## src/rtl/sync_sys_pkg.sv

```systemverilog
// Shared definitions for the destination-domain sync path: default bus width,
// a constant clog2 helper and the statistics build switch.
// Build option: define SYNC_WORD_BUF_STATS_EN to add the ovf_count port.
package sync_sys_pkg;

  localparam int DEFAULT_DATA_WIDTH = 8;
  localparam int DEFAULT_DEPTH      = 4;
  localparam int OVF_CNT_W          = 8;

`ifdef SYNC_WORD_BUF_STATS_EN
  localparam bit STATS_EN = 1'b1;
`else
  localparam bit STATS_EN = 1'b0;
`endif

  // Ceiling log2, usable in parameter expressions; returns at least 1.
  function automatic int clog2(input int value);
    int res;
    int v;
    res = 0;
    v   = value - 1;
    while (v > 0) begin
      res = res + 1;
      v   = v >> 1;
    end
    if (res == 0) res = 1;
    return res;
  endfunction

endpackage

```

## src/rtl/sync_word_buffer_if.sv

```systemverilog
// Word stream interface: synchronized capture side plus valid/ready consumer side.
// slave = the buffer, master = the synchronizer/consumer pair driving it.
interface sync_word_buffer_if #(
  parameter int DATA_WIDTH = sync_sys_pkg::DEFAULT_DATA_WIDTH
);
  logic [DATA_WIDTH-1:0] in_data;
  logic                  in_valid;
  logic [DATA_WIDTH-1:0] out_data;
  logic                  out_valid;
  logic                  out_ready;

  modport slave (
    input  in_data, in_valid, out_ready,
    output out_data, out_valid
  );

  modport master (
    output in_data, in_valid, out_ready,
    input  out_data, out_valid
  );
endinterface

```

## src/rtl/sync_word_buf_ctrl.sv

```systemverilog
// Queue control: pointers, occupancy, push/pop/drop decode, busy and sticky overflow.
// Storage lives in the parent; this block only says when and where to write/read.
module sync_word_buf_ctrl
  import sync_sys_pkg::*;
#(
  parameter int DEPTH     = DEFAULT_DEPTH,
  parameter int PTR_WIDTH = clog2(DEPTH)
) (
  input  logic                 dest_clk,
  input  logic                 dest_rst,
  input  logic                 in_valid,
  input  logic                 out_ready,
  input  logic                 ovf_clr,
  output logic                 push,
  output logic                 drop,
  output logic [PTR_WIDTH-1:0] wr_ptr,
  output logic [PTR_WIDTH-1:0] rd_ptr,
  output logic [PTR_WIDTH:0]   count,
  output logic                 out_valid,
  output logic                 busy,
  output logic                 overflow
);
  localparam int CNT_W = PTR_WIDTH + 1;

  logic [PTR_WIDTH-1:0] wr_ptr_q, wr_ptr_d;
  logic [PTR_WIDTH-1:0] rd_ptr_q, rd_ptr_d;
  logic [CNT_W-1:0]     count_q,  count_d;
  logic                 overflow_q, overflow_d;
  logic                 pop;
  logic                 full;

  // Handshake decode; a pop frees a slot so a full queue can still accept a word.
  always_comb begin
    full = (count_q == CNT_W'(DEPTH));
    pop  = (count_q != '0) & out_ready;
    push = in_valid & (~full | pop);
    drop = in_valid & ~push;
  end

  // Next pointers, occupancy and sticky overflow (a new drop beats a clear).
  always_comb begin
    wr_ptr_d   = wr_ptr_q + PTR_WIDTH'(push);
    rd_ptr_d   = rd_ptr_q + PTR_WIDTH'(pop);
    count_d    = count_q + CNT_W'(push) - CNT_W'(pop);
    overflow_d = overflow_q;
    if (ovf_clr) overflow_d = 1'b0;
    if (drop)    overflow_d = 1'b1;
  end

  // State registers; asynchronous reset discards everything in flight.
  always_ff @(posedge dest_clk or negedge dest_rst) begin
    if (!dest_rst) begin
      wr_ptr_q   <= '0;
      rd_ptr_q   <= '0;
      count_q    <= '0;
      overflow_q <= 1'b0;
    end else begin
      wr_ptr_q   <= wr_ptr_d;
      rd_ptr_q   <= rd_ptr_d;
      count_q    <= count_d;
      overflow_q <= overflow_d;
    end
  end

  // Status outputs come straight from registers.
  always_comb begin
    wr_ptr    = wr_ptr_q;
    rd_ptr    = rd_ptr_q;
    count     = count_q;
    out_valid = (count_q != '0);
    busy      = full;
    overflow  = overflow_q;
  end

endmodule

```

## src/rtl/sync_word_buffer.sv

```systemverilog
// Elastic FIFO behind the bus synchronizer: captures each strobed word, presents
// the head word first-word-fall-through, exports busy/overflow for throttling.
// Build option: SYNC_WORD_BUF_STATS_EN adds a saturating drop counter ovf_count.
module sync_word_buffer
  import sync_sys_pkg::*;
#(
  parameter int DATA_WIDTH = DEFAULT_DATA_WIDTH,
  parameter int DEPTH      = DEFAULT_DEPTH,
  localparam int PTR_WIDTH = clog2(DEPTH)
) (
  input  logic                  dest_clk,
  input  logic                  dest_rst,
  sync_word_buffer_if.slave     bus,
  output logic                  busy,
  output logic [PTR_WIDTH:0]    count,
  output logic                  overflow,
`ifdef SYNC_WORD_BUF_STATS_EN
  output logic [OVF_CNT_W-1:0]  ovf_count,
`endif
  input  logic                  ovf_clr
);
  logic                 push;
  logic                 drop;
  logic [PTR_WIDTH-1:0] wr_ptr;
  logic [PTR_WIDTH-1:0] rd_ptr;
  logic                 out_valid;

  logic [DEPTH-1:0][DATA_WIDTH-1:0] mem_q, mem_d;

  sync_word_buf_ctrl #(
    .DEPTH     (DEPTH),
    .PTR_WIDTH (PTR_WIDTH)
  ) u_ctrl (
    .dest_clk  (dest_clk),
    .dest_rst  (dest_rst),
    .in_valid  (bus.in_valid),
    .out_ready (bus.out_ready),
    .ovf_clr   (ovf_clr),
    .push      (push),
    .drop      (drop),
    .wr_ptr    (wr_ptr),
    .rd_ptr    (rd_ptr),
    .count     (count),
    .out_valid (out_valid),
    .busy      (busy),
    .overflow  (overflow)
  );

  // Write the incoming word into the tail slot on an accepted push.
  always_comb begin
    mem_d = mem_q;
    if (push) mem_d[wr_ptr] = bus.in_data;
  end

  // Storage is reset so out_data reads zero after reset rather than stale data.
  always_ff @(posedge dest_clk or negedge dest_rst) begin
    if (!dest_rst) mem_q <= '0;
    else           mem_q <= mem_d;
  end

  // Head-of-queue presentation, registers only.
  always_comb begin
    bus.out_valid = out_valid;
    bus.out_data  = mem_q[rd_ptr];
  end

`ifdef SYNC_WORD_BUF_STATS_EN
  logic [OVF_CNT_W-1:0] ovf_count_q, ovf_count_d;

  // Saturating drop counter; a drop arriving with the clear leaves a count of one.
  always_comb begin
    ovf_count_d = ovf_count_q;
    if (drop) begin
      if (ovf_clr)                 ovf_count_d = OVF_CNT_W'(1);
      else if (ovf_count_q != '1)  ovf_count_d = ovf_count_q + OVF_CNT_W'(1);
    end else if (ovf_clr) begin
      ovf_count_d = '0;
    end
  end

  // Drop counter register.
  always_ff @(posedge dest_clk or negedge dest_rst) begin
    if (!dest_rst) ovf_count_q <= '0;
    else           ovf_count_q <= ovf_count_d;
  end

  assign ovf_count = ovf_count_q;
`endif

endmodule

```

## src/flat_wrapper.sv

```systemverilog
// flat-port wrapper written by rule: the top's interface ports become plain ports
module sync_word_buffer_flat import sync_sys_pkg::*;
#(
  parameter int DATA_WIDTH = DEFAULT_DATA_WIDTH,
  parameter int DEPTH      = DEFAULT_DEPTH,
  localparam int PTR_WIDTH = clog2(DEPTH)
)
  (dest_clk, dest_rst, busy, count, overflow, ovf_clr, bus_in_data, bus_in_valid, bus_out_ready, bus_out_data, bus_out_valid);
  sync_word_buffer_if #(.DATA_WIDTH(DATA_WIDTH)) bus_i ();
  input  logic dest_clk;
  input  logic dest_rst;
  output logic busy;
  output logic [PTR_WIDTH:0] count;
  output logic overflow;
  input  logic ovf_clr;
  input wire logic [$bits(bus_i.in_data)-1:0] bus_in_data;
  input wire logic [$bits(bus_i.in_valid)-1:0] bus_in_valid;
  input wire logic [$bits(bus_i.out_ready)-1:0] bus_out_ready;
  output wire logic [$bits(bus_i.out_data)-1:0] bus_out_data;
  output wire logic [$bits(bus_i.out_valid)-1:0] bus_out_valid;
  assign bus_i.in_data = bus_in_data;
  assign bus_i.in_valid = bus_in_valid;
  assign bus_i.out_ready = bus_out_ready;
  assign bus_out_data = bus_i.out_data;
  assign bus_out_valid = bus_i.out_valid;
  sync_word_buffer #(.DATA_WIDTH(DATA_WIDTH), .DEPTH(DEPTH)) u_core (.dest_clk(dest_clk), .dest_rst(dest_rst), .bus(bus_i), .busy(busy), .count(count), .overflow(overflow), .ovf_clr(ovf_clr));
endmodule
```

## config.mk

```make
export PLATFORM = sky130hd
export DESIGN_NAME = sync_word_buffer_flat
export DESIGN_NICKNAME = d
export VERILOG_FILES = /design/src/rtl/sync_sys_pkg.sv /design/src/rtl/sync_word_buffer_if.sv /design/src/rtl/sync_word_buf_ctrl.sv /design/src/rtl/sync_word_buffer.sv /design/src/flat_wrapper.sv
export SDC_FILE = /design/constraint.sdc
export NUM_CORES = 1
export LEC_CHECK = 0
export CAP_MARGIN = 0
export CELL_PAD_IN_SITES_DETAIL_PLACEMENT = 0
export CELL_PAD_IN_SITES_GLOBAL_PLACEMENT = 1
export CORE_ASPECT_RATIO = 0.6
export CORE_MARGIN = 3
export CORE_UTILIZATION = 45
export DETAILED_ROUTE_END_ITERATION = 8
export PLACE_DENSITY_LB_ADDON = 0.2
export SLEW_MARGIN = 20
export SYNTH_ARGS = -nofsm -noshare
export SYNTH_HDL_FRONTEND = slang
export SYNTH_SLANG_ARGS = --single-unit
```

## constraint.sdc

```tcl
create_clock -name dest_clk -period 2.9 [get_ports dest_clk]
set_clock_uncertainty 0.15 [all_clocks]
set_input_delay 0.58 -clock dest_clk [delete_from_list [all_inputs] [get_ports dest_clk]]
set_output_delay 0.58 -clock dest_clk [all_outputs]
set_load 0.03 [all_outputs]
```

==> results of run 1 <==
## registers in the layout (all words and copies together), names as in the netlist
| name | flops |
|---|---|
| u_core.mem_q | 32 |
| u_core.u_ctrl.count | 3 |
| u_core.u_ctrl.rd_ptr | 2 |
| u_core.u_ctrl.wr_ptr | 2 |
| u_core.u_ctrl.overflow | 1 |
## critical path, delay by kind of cell (launching register included)
| kind | cells | cell delay (ns) |
|---|---|---|
| DFF | 1 | 0.36 |
| buffers and inverters | 2 | 0.80 |
| muxes | 1 | 0.52 |
## cell families after synthesis
| group | Yosys count | share of synthesized area, % |
|---|---|---|
| xor gates and xnor gates | 4 | 1.91 |
| AOI/OAI and AO/OA | 1 | 0.547 |
| muxes | 40 | 31.2 |
| adders and majority gates | 5 | 3.83 |
| DFF | 40 | 54.7 |
| buffers and inverters | 10 | 2.60 |
| and+or+nand+nor | 10 | 5.26 |
## final cells by class
| class | count | area [um^2] |
|---|---|---|
| Clock buffer | 6 | 82.6 |
| Multi-Input combinational cell | 60 | 782 |
| Tap cell | 47 | 58.8 |
| Clock inverter | 2 | 10.0 |
| Sequential cell | 40 | 1000 |
| Timing Repair Buffer | 33 | 308 |
| Inverter | 6 | 22.5 |
| Fill cell | 305 | 1520 |
## cell usage after synthesis (all sizes together)
cell type / number
dfrtp: 40
mux2: 32
mux4: 8
inv: 6
ha: 4
buf: 3
xor2: 3
nor3b: 2
a32o: 1
and2: 1
clkbuf: 1
fa: 1
nand2: 1
nand2b: 1
nor3: 1
nor4b: 1
nor4bb: 1
or3: 1
or4b: 1
xnor2: 1
## worst paths after layout
kind / end / slack, ns / cells after the start
max in group asynchronous: u_core.mem_q[28] / 1.80 / 1
setup reg to reg: u_core.u_ctrl.count[2] / 0.58 / 7
min in group dest_clk: u_core.mem_q[27] / 0.36 / 1
setup / recovery: bus_out_data[4] / 0.19 / 3
hold reg to reg: u_core.mem_q[27] / 0.36 / 1
hold / removal: u_core.u_ctrl.wr_ptr[1] / 0.25 / 1
## power breakdown
| group | internal (mW) | total (mW) | switching (mW) |
|---|---|---|---|
| clock network | 0.190 | 0.385 | 0.195 |
| logic | 0.820 | 1.47 | 0.654 |
| registers | 0.845 | 1.05 | 0.209 |
| total | 1.85 | 2.91 | 1.06 |
## layout by cell type, fill, tap and decap left out, drive strengths merged, types with 2 or more instances in the layout
cell / netlist / routed
buf: 3 / 8
clkdlybuf4s50: 0 / 25
nor3b: 2 / 2
mux2: 32 / 32
mux4: 8 / 8
inv: 6 / 6
dfrtp: 40 / 40
clkbuf: 1 / 6
xor2: 3 / 3
clkinv: 0 / 2
ha: 4 / 4
## through the flow
stage	instances	hold slack (ns)	instance area, um^2
after global routing	194	0.311	2260
after detailed placement	186	0.340	2170
after floorplan	110	0.134	1830
after CTS	194	0.283	2260
final	194	0.246	2260
after global placement	186	0.329	2170
## routing by layer
metal	vias to the layer above	global-route usage (%)
met5	-	0
met4	0	3.88
met3	4	6.71
met2	16	22.0
met1	545	24.3
li1	469	-
==> results.py, run 1 <==
metrics = {
    "outcome": {
        "status": "completed",
    },
    "timing": {
        "fmax_mhz": 369,
        "final-hold-violation-count": 0,
        "worst_slack_ns": 0.193,
        "post-route-min-period_ns": 2.71,
        "grt_setup_unrepaired": "false",
        "final.setup.tns_ns": 0,
        "worstMarginPinSlew_ns": 0.874,
        "drv_slew": 0,
        "setup_violations": 0,
        "finalCritPeriodShare_pct": 93.4,
        "slew_headroom_pct": 41.7,
    },
    "clocking": {
        "clock_path_buffers": 2,
        "numCtsBuffers": 5,
        "cts_tree": "built",
        "htreeDepth": 2,
        "hold_buffers": 0,
        "cts-root-buf": "clkbuf_8",
        "cts.repair.resized": 0,
        "path_clk_slew_ns": 0.08,
        "clk-insertion-delay-late_ns": 0.29,
        "post-cts-setup-buffers": 0,
        "clock-sinks": 40,
    },
    "synthesis": {
        "synth_area_mm2": 0.00183,
        "synth.top_cells.by_area": "dfrtp_1 (55%), mux2_2 (15%), mux4_2 (9.8%)",
        "synth_top_area_share_pct": 54.7,
        "synth_area_leader_cell": "dfrtp_1",
        "yosys_warnings": 0,
        "ys_ff_latch": 40,
        "syn-instance-count": 110,
        "syn_avg_cell_area_um2": 16.6,
        "yosysUniqueCellTypes": 23,
        "yosysSeqAreaShare_pct": 54.7,
        "syn-num-nets": 128,
    },
    "setup_path": {
        "cp_max_fo": 6,
        "rr_startpoint": "u_core.u_ctrl.count[1]",
        "start_kind": "register",
        "cp_slowest_cell": "clkdlybuf4s50_1",
        "critical_path.cell_chain": "buf_4 > mux4_2 > clkdlybuf4s50_1",
        "slowest_delay_ns": 0.61,
        "startpoint": "u_core.u_ctrl.rd_ptr[0]",
        "cp-end-kind": "output port",
        "worstSetupPathType": "register to output port",
        "required_ns": 2.17,
        "critPathArrivalTime_ns": 1.98,
    },
    "floorplanning": {
        "pin_count": 27,
        "initial_core_util_pct": 48.3,
        "die_w_um": 88.3,
        "rows": 17,
        "fp.coreArea_mm2": 0.00379,
        "die_h_um": 55.4,
        "die_area_mm2": 0.00489,
    },
    "global_routing": {
        "grt_pass1_wl_mm": 5.82,
        "grt_max_degree": 41,
        "grt_usage_pct": 16.3,
        "globalRouteOverflowTotal": 0,
        "antenna_found_initial": 0,
        "grt_pass1_vias": 1143,
    },
    "final_layout": {
        "area_growth_pct": 23.7,
        "layout-drive-gt1-share_pct": 40.1,
        "utilization_pct": 59.8,
        "antenna-diode-count": 0,
        "fin_nets": 164,
    },
    "drt": {
        "wl_met2_mm": 1.53,
        "dr.pass1.iters": 2,
        "top_layer": "met4",
        "drc": 0,
        "drtAntennaViolNets": 0,
        "via_count": 1034,
        "wl_met3_um": 125,
        "met1_length_mm": 1.81,
        "drt_wl_total_mm": 3.50,
        "routedWlPerCell_um": 18.0,
        "viasPerCell": 5.33,
        "drt_iter0_markers": 28,
    },
    "power": {
        "powerDensity_mw_per_mm2": 1290,
        "power_mw": 2.91,
        "leakage_nw": 0.995,
        "vdd_drop_max_v": 0.000503,
    },
    "run": {
        "max-cap-violations": 0,
    },
    "place": {
        "place.port_buffers": 26,
        "dpl_worst_slack_ns": 0.0916,
        "gp_congestion": 0.684,
        "hpwlAfterDp_mm": 2.40,
    },
    "min_path": {
        "hold_class": "primary input to async pin",
    },
}
Note: power is estimated with default switching activity, not from simulation.
==> run 2: changes to the inputs <==
- CTS_BUF_LIST: not set -> sky130_fd_sc_hd__clkbuf_16
==> results.py, run 2 (synthesized netlist as in run 1, its figures left out) <==
metrics = {
    "setup_path": {
        "cp-end-kind": "output port",
        "critPathArrivalTime_ns": 1.95,
        "critical_path.cell_chain": "buf_4 > mux4_2 > clkdlybuf4s50_1",
        "required_ns": 2.17,
        "cp_slowest_cell": "clkdlybuf4s50_1",
        "slowest_delay_ns": 0.61,
        "start_kind": "register",
        "worstSetupPathType": "register to output port",
        "cp_max_fo": 6,
    },
    "final_layout": {
        "multi_input_area_um2": 782,
        "utilization_pct": 61.0,
        "largest_reg_flops": 32,
        "layout-drive-gt1-share_pct": 39.5,
        "layout_common_cells": "dfrtp_1 (40), clkdlybuf4s50_1 (25), mux2_2 (24), mux4_2 (8), mux2_4 (8)",
        "num-fill-cells": 304,
        "antenna-diode-count": 0,
        "area_growth_pct": 26.2,
        "fin_nets": 164,
        "top_register": "u_core.mem_q",
        "layout.cells.most_common": "dfrtp_1",
        "seqCellArea_mm2": 0.00100,
    },
    "power": {
        "vdd_drop_max_v": 0.000538,
        "power_mw": 3.06,
        "leakage_nw": 1.02,
        "powerDensity_mw_per_mm2": 1320,
    },
    "timing": {
        "grt_setup_unrepaired": "false",
        "post-route-min-period_ns": 2.68,
        "fmax_mhz": 373,
        "final.setup.tns_ns": 0,
        "slew_headroom_pct": 41.6,
        "finalCritPeriodShare_pct": 92.5,
        "worstMarginPinSlew_ns": 0.876,
        "drv_slew": 0,
        "final-hold-violation-count": 0,
        "setup_violations": 0,
    },
    "clocking": {
        "cts-root-buf": "clkbuf_16",
        "htreeDepth": 2,
        "numCtsBuffers": 5,
        "cts_tree": "built",
        "cts.repair.resized": 0,
        "post-cts-setup-buffers": 0,
        "clk-insertion-delay-late_ns": 0.28,
        "hold_buffers": 0,
        "clock_path_buffers": 2,
        "path_clk_slew_ns": 0.06,
        "clock-sinks": 40,
    },
    "drt": {
        "viasPerCell": 5.34,
        "drt_iter0_markers": 22,
        "via_count": 1036,
        "drt_wl_total_mm": 3.51,
        "drtAntennaViolNets": 0,
        "dr.pass1.iters": 3,
        "routedWlPerCell_um": 18.1,
        "drc": 0,
    },
    "run": {
        "max-cap-violations": 0,
    },
    "place": {
        "gp_congestion": 0.684,
        "place.port_buffers": 26,
        "hpwlAfterDp_mm": 2.40,
    },
    "floorplanning": {
        "pin_count": 27,
        "rows": 17,
        "initial_core_util_pct": 48.3,
        "die_h_um": 55.4,
        "fp.coreArea_mm2": 0.00379,
        "die_area_mm2": 0.00489,
        "die_w_um": 88.3,
    },
    "global_routing": {
        "globalRouteOverflowTotal": 0,
        "grt_max_degree": 41,
        "grt_usage_pct": 16.4,
        "antenna_found_initial": 0,
        "grt_pass1_wl_mm": 5.92,
        "grt_pass1_vias": 1158,
    },
    "outcome": {
        "status": "completed",
    },
    "min_path": {
        "hold_class": "primary input to async pin",
    },
}
## run 2: changes by cell type in the layout (fill, tap and decap cells not counted)
cell	previous run	this run
clkbuf_8	6	0
clkbuf_16	0	5
clkinv_1	0	1
## run 2: through the flow
stage | setup slack, ns | instance area, um^2 | instances | hold slack, ns
floorplan | 0.318 | 1830 | 110 | 0.134
global placement | 0.181 | 2170 | 186 | 0.329
detailed placement | 0.0916 | 2170 | 186 | 0.340
CTS | 0.198 | 2310 | 194 | 0.303
global route | 0.153 | 2310 | 194 | 0.343
finish | 0.217 | 2310 | 194 | 0.267
## run 2: final timing paths
path	start	endpoint	slack, ns	cells after the start
setup / recovery	u_core.u_ctrl.rd_ptr[0]	bus_out_data[4]	0.22	3
hold / removal	dest_rst	u_core.mem_q[29]	0.27	1
setup reg to reg	u_core.u_ctrl.count[1]	u_core.u_ctrl.count[2]	0.58	7
hold reg to reg	u_core.mem_q[16]	u_core.mem_q[16]	0.35	1
max in group asynchronous	dest_rst	u_core.mem_q[19]	1.78	1
min in group dest_clk	u_core.mem_q[16]	u_core.mem_q[16]	0.35	1
## run 2: area by class of cell
cell class	count	share of cell area [%]
flip-flops and latches	40	43.3
well taps	47	2.54
clock inverters	3	0.596
clock buffers	5	5.41
repair buffers	33	13.3
inverters	6	0.975
multi-input cells	60	33.8
## run 2: per-layer routing
layer	share of wire (%)	vias to the layer above	track usage, %
met2	44	16	22.6
li1	-	474	-
met1	52	541	24.3
met3	3.3	5	4.92
met5	0	-	0
met4	1.2	0	5.82
## run 2: critical path, delay by kind of cell (launching register included)
kind	cells	cell delay, ns
multiplexers	1	0.52
buffers and inverters	2	0.80
flip-flops	1	0.35
## run 2: power by group
group | total, mW | switching [mW] | internal, mW
sequential | 1.06 | 0.209 | 0.847
combinational | 1.48 | 0.655 | 0.821
clock | 0.524 | 0.212 | 0.312
total | 3.06 | 1.08 | 1.98
==> run 3: changes to the inputs <==
- clock period: 2.9 -> 2.51 ns (I/O delays scaled with it)
==> results.py, run 3 (synthesized netlist as in run 1, its figures left out) <==
metrics = {
    "timing": {
        "finalCritPeriodShare_pct": 93.8,
        "drv_slew": 0,
        "final-hold-violation-count": 0,
        "worstMarginPinSlew_ns": 0.864,
        "grt_setup_unrepaired": "false",
        "slew_headroom_pct": 42.4,
        "setup_violations": 0,
        "post-route-min-period_ns": 2.35,
        "fmax_mhz": 425,
    },
    "final_layout": {
        "final_cells": 200,
        "largest_reg_flops": 32,
        "top_register": "u_core.mem_q",
        "layout.cells.most_common": "dfrtp_1",
        "layout-drive-gt1-share_pct": 42.5,
        "seqCellArea_mm2": 0.00100,
        "multi_input_area_um2": 787,
        "area_growth_pct": 28.7,
        "fin_nets": 171,
        "stdcell_area_mm2": 0.00236,
        "num-fill-cells": 284,
        "antenna-diode-count": 0,
        "layout_common_cells": "dfrtp_1 (40), mux2_2 (24), clkdlybuf4s50_1 (16), buf_4 (14)",
        "utilization_pct": 62.2,
    },
    "clocking": {
        "clock-sinks": 40,
        "path_clk_slew_ns": 0.06,
        "cts_tree": "built",
        "hold_buffers": 0,
        "numCtsBuffers": 5,
        "clock_path_buffers": 2,
        "cts-root-buf": "clkbuf_16",
        "clk-insertion-delay-late_ns": 0.28,
        "htreeDepth": 2,
    },
    "drt": {
        "dr.pass1.iters": 4,
        "drt_wl_total_mm": 3.48,
        "drt_iter0_markers": 43,
        "routedWlPerCell_um": 17.4,
        "via_count": 1049,
        "viasPerCell": 5.25,
        "drc": 0,
        "drtAntennaViolNets": 0,
    },
    "setup_path": {
        "slowest_delay_ns": 0.51,
        "cp_slowest_cell": "mux4_2",
        "critPathArrivalTime_ns": 1.70,
        "worstSetupPathType": "register to output port",
        "ff2ff_path_depth": 7,
        "critPathTopFamily": "buffers and inverters",
        "start_kind": "register",
        "cp.depth": 3,
        "cp_max_fo": 4,
        "critical_path.cell_chain": "buf_4 > mux4_2 > dlygate4sd2_1",
        "required_ns": 1.86,
        "worst-path-buf-inv": 2,
        "cp-end-kind": "output port",
        "r2r_slack_ns": 0.22,
    },
    "run": {
        "max-cap-violations": 0,
    },
    "floorplanning": {
        "die_w_um": 88.3,
        "initial_core_util_pct": 48.3,
        "fp.coreArea_mm2": 0.00379,
        "die_area_mm2": 0.00489,
        "rows": 17,
        "die_h_um": 55.4,
        "pin_count": 27,
    },
    "place": {
        "placed_cells": 193,
        "hpwlAfterDp_mm": 2.56,
        "placed_area_mm2": 0.00223,
        "place.port_buffers": 26,
        "gp_congestion": 0.696,
    },
    "power": {
        "vdd_drop_max_v": 0.000777,
        "leakage_nw": 1.08,
        "powerDensity_mw_per_mm2": 1470,
        "power_mw": 3.47,
    },
    "global_routing": {
        "grt_max_degree": 41,
        "grt_pass1_vias": 1150,
        "globalRouteOverflowTotal": 0,
        "antenna_found_initial": 0,
        "grt_usage_pct": 16.3,
        "grt_pass1_wl_mm": 5.99,
    },
    "outcome": {
        "status": "completed",
    },
    "min_path": {
        "hold_class": "primary input to async pin",
    },
}
run 3: cell types whose count changed in the layout (fill, tap and decap cells not counted):
cell and change:
buf_4 +7, dlygate4sd2_1 +8, clkinv_1 -1, or3_4 +1
clkinv_2 -1, or3_1 -1, dlymetal6s2s_1 +1, inv_1 +1
clkdlybuf4s50_1 -9
run 3: through the flow:
| stage | worst slack [ns] | hold slack, ns | TNS [ns] |
|---|---|---|---|
| finish | 0.157 | 0.190 | 0 |
| global route | 0.0865 | 0.285 | 0 |
| CTS | 0.0308 | 0.226 | 0 |
| detailed placement | -0.0723 | 0.335 | -0.331 |
| global placement | -0.0127 | 0.327 | -0.0127 |
| floorplan | 0.0379 | 0.0564 | 0 |
run 3: power breakdown:
group | internal [mW] | switching [mW]
logic | 0.903 | 0.776
registers | 0.980 | 0.230
clock network | 0.356 | 0.225
run 3: cell type report:
cell class,count,area share [%]
Timing Repair Buffer,40,15.0
Clock inverter,2,0.372
Clock buffer,5,5.31
Inverter,6,0.956
Tap cell,47,2.50
Sequential cell,40,42.5
Multi-Input combinational cell,60,33.4
run 3: timing repair:
action,4_1_cts,5_1_grt
setup endpoints to repair,8,1
buffers inserted,0,0
resized for setup,8,1
run 3: worst paths after layout:
kind,start,end
min,dest_rst,u_core.mem_q[1]
max reg2reg,u_core.u_ctrl.count[2],u_core.u_ctrl.count[2]
min reg2reg,u_core.u_ctrl.overflow,u_core.u_ctrl.overflow
min in group dest_clk,u_core.u_ctrl.overflow,u_core.u_ctrl.overflow
max in group asynchronous,dest_rst,u_core.mem_q[21]
max,u_core.u_ctrl.rd_ptr[0],bus_out_data[0]
run 3: per-layer routing:
metal	part of all wire [%]	vias to the layer above	global-route usage (%)
li1	-	487	-
met1	49	531	24.3
met2	45	27	22.8
met3	5.1	4	4.77
met4	0.92	0	5.17
met5	0	-	0
==> RTL change (config.mk and constraints of run 1) <==
`DEFAULT_DEPTH`: 4 -> 8.
--- a/src/rtl/sync_sys_pkg.sv
+++ b/src/rtl/sync_sys_pkg.sv
@@ -4,7 +4,7 @@
 package sync_sys_pkg;
 
   localparam int DEFAULT_DATA_WIDTH = 8;
-  localparam int DEFAULT_DEPTH      = 4;
+  localparam int DEFAULT_DEPTH      = 8;
   localparam int OVF_CNT_W          = 8;
 
 `ifdef SYNC_WORD_BUF_STATS_EN
Interface: changed (resized count); port bits go from 27 to 28. The function was not compared with the original's and may differ.
==> RTL change against run 1 <==
Clock power rose to 2.8 times the old value; global-route usage grew 1.5 points; area after synthesis up 94%; routed wire length up 99%; register-to-register slack got worse by 0.43 ns; non-clock buffer count is 8 higher; sequential power up 86%; total power grew 85%; design area up 91%; sequential cell count grew 35; worst setup slack lost 0.094 ns; via count increased by 91%; synthesized cell count grew 100%; critical endpoint is now bus_out_data[0].
==> RTL change: results (changes against run 1) <==
INFO  metric run_status = finished, final reports clean
INFO  metric netlist_top_cells_count = dfrtp_1 (75), mux2_2 (70), mux4_2 (16)
INFO  metric post-dp-hpwl = 4683 um (+95%)
INFO  metric crit_arrival = 2.07 ns (+0.09 ns)
INFO  metric grt_pass1_wl = 11,670 um (+100%)
INFO  metric cts_root_buf = clkbuf_16
INFO  metric drive_above_1_share = 0.4667 (+0.06531)
INFO  metric cp_max_fo = 7 (+1)
INFO  metric groute.usage.overall = 0.1785 (+0.01549)
INFO  metric max-vdd-ir-drop = 0.5452 mV (+8.5%)
INFO  metric clock_tree.htree_level_count = 3 (+1)
INFO  metric synth_cell_types = 33 (+43%)
INFO  metric clk-insertion-delay-late = 0.33 ns (+0.04 ns)
INFO  metric grt_start_max_net_pins = 42 (+2.4%)
INFO  metric clkSlewWorstSetupHoldPaths = 0.05 ns (-0.03 ns)
INFO  metric final_nets = 289 (+76%)
INFO  metric finalWeightedCongestion = 0.7291 (+6.6%)
INFO  metric drt_first_pass_iters = 4 (+2)
INFO  metric via_per_instance_ratio = 5.286 (-0.82%)
INFO  metric grt_pass1_vias = 2,105 (+84%)
INFO  metric dr.first_iter.drc_count = 134 (+380%)
INFO  metric tritoncts.num_buffers = 9 (+4)
INFO  metric route.detailed.wl_per_inst = 18.60 um (+3.2%)
INFO  metric largest_register_ffs = 64 (+100%)
INFO  metric number_of_nets_in_the_synthesized_netlist = 246 (+92%)
INFO  metric max-slew-margin-rel = 0.5434 (+0.1264)
INFO  metric power_report.internal_total = 3.565 mW (+92%)
RTL change: cell type report:
cell class | count | area, um^2
Clock inverter | 1 | 5.005
Sequential cell | 75 | 1877
Inverter | 12 | 47.55
Fill cell | 634 | 3124
Multi-Input combinational cell | 126 | 1588
Tap cell | 104 | 130.1
Timing Repair Buffer | 41 | 387.9
Clock buffer | 15 | 287.8
RTL change: path summary, 6_finish.rpt:
path	from	endpoint	depth (start not counted)	slack, ns
max in group asynchronous	dest_rst	u_core.mem_q[12]	2	1.93
worst max-delay path	u_core.u_ctrl.rd_ptr[0]	bus_out_data[0]	4	0.1
worst min register to register	u_core.mem_q[31]	u_core.mem_q[31]	1	0.34
min in group dest_clk	u_core.mem_q[31]	u_core.mem_q[31]	1	0.34
worst max register to register	u_core.u_ctrl.count[2]	u_core.u_ctrl.count[2]	10	0.15
worst min-delay path	dest_rst	u_core.u_ctrl.count[1]	1	0.09
RTL change: what timing repair did:
| action | CTS | global route |
|---|---|---|
| buffers inserted | 0 | 0 |
| gates cloned | 0 | 0 |
| resized for setup | 8 | 2 |
| endpoints found under the setup margin | 8 | 3 |
RTL change: critical path, stage by stage (launching register included):
cell and delay, ns:
dfrtp_1 0.39, buf_4 0.21, mux4_2 0.50, mux2_2 0.28
dlygate4sd2_1 0.36
RTL change: kinds of logic after synthesis:
family	synth area share
buffers and inverters	0.02534
and+or+nand+nor	0.01971
muxes	0.3295
DFF	0.5280
AOI/OAI and AO/OA	0.04681
adders and majority gates	0.04083
xor gates and xnor gates	0.009857
RTL change: routing by layer:
layer	up-vias	wire, um	GRT usage
met3	11	245	0.05480
li1	915	-	-
met4	0	95	0.05653
met2	28	2980	0.2536
met1	1023	3634	0.2644
met5	-	0	0
RTL change: stage by stage:
stage            util  cell area, um^2  setup slack (ns)  cells
6_report       0.5805             4323           0.09888    374
4_1_cts        0.5801             4320           0.01621    374
2_1_floorplan       -             3555           0.05139    222
3_5_place_dp   0.5422             4038            0.1598    358
5_1_grt        0.5805             4323           0.01700    374
3_3_place_gp   0.5422             4038            0.2022    358
RTL change: power by group through the flow:
stage,sequential (mW),combinational (mW),clock [mW]
after floorplan,1.85,1.82,0
after global placement,1.96,2.46,0
after global routing,2.03,2.60,1.14
after detailed placement,1.95,2.51,0
final,1.95,2.39,1.06
after CTS,1.95,2.44,1.09
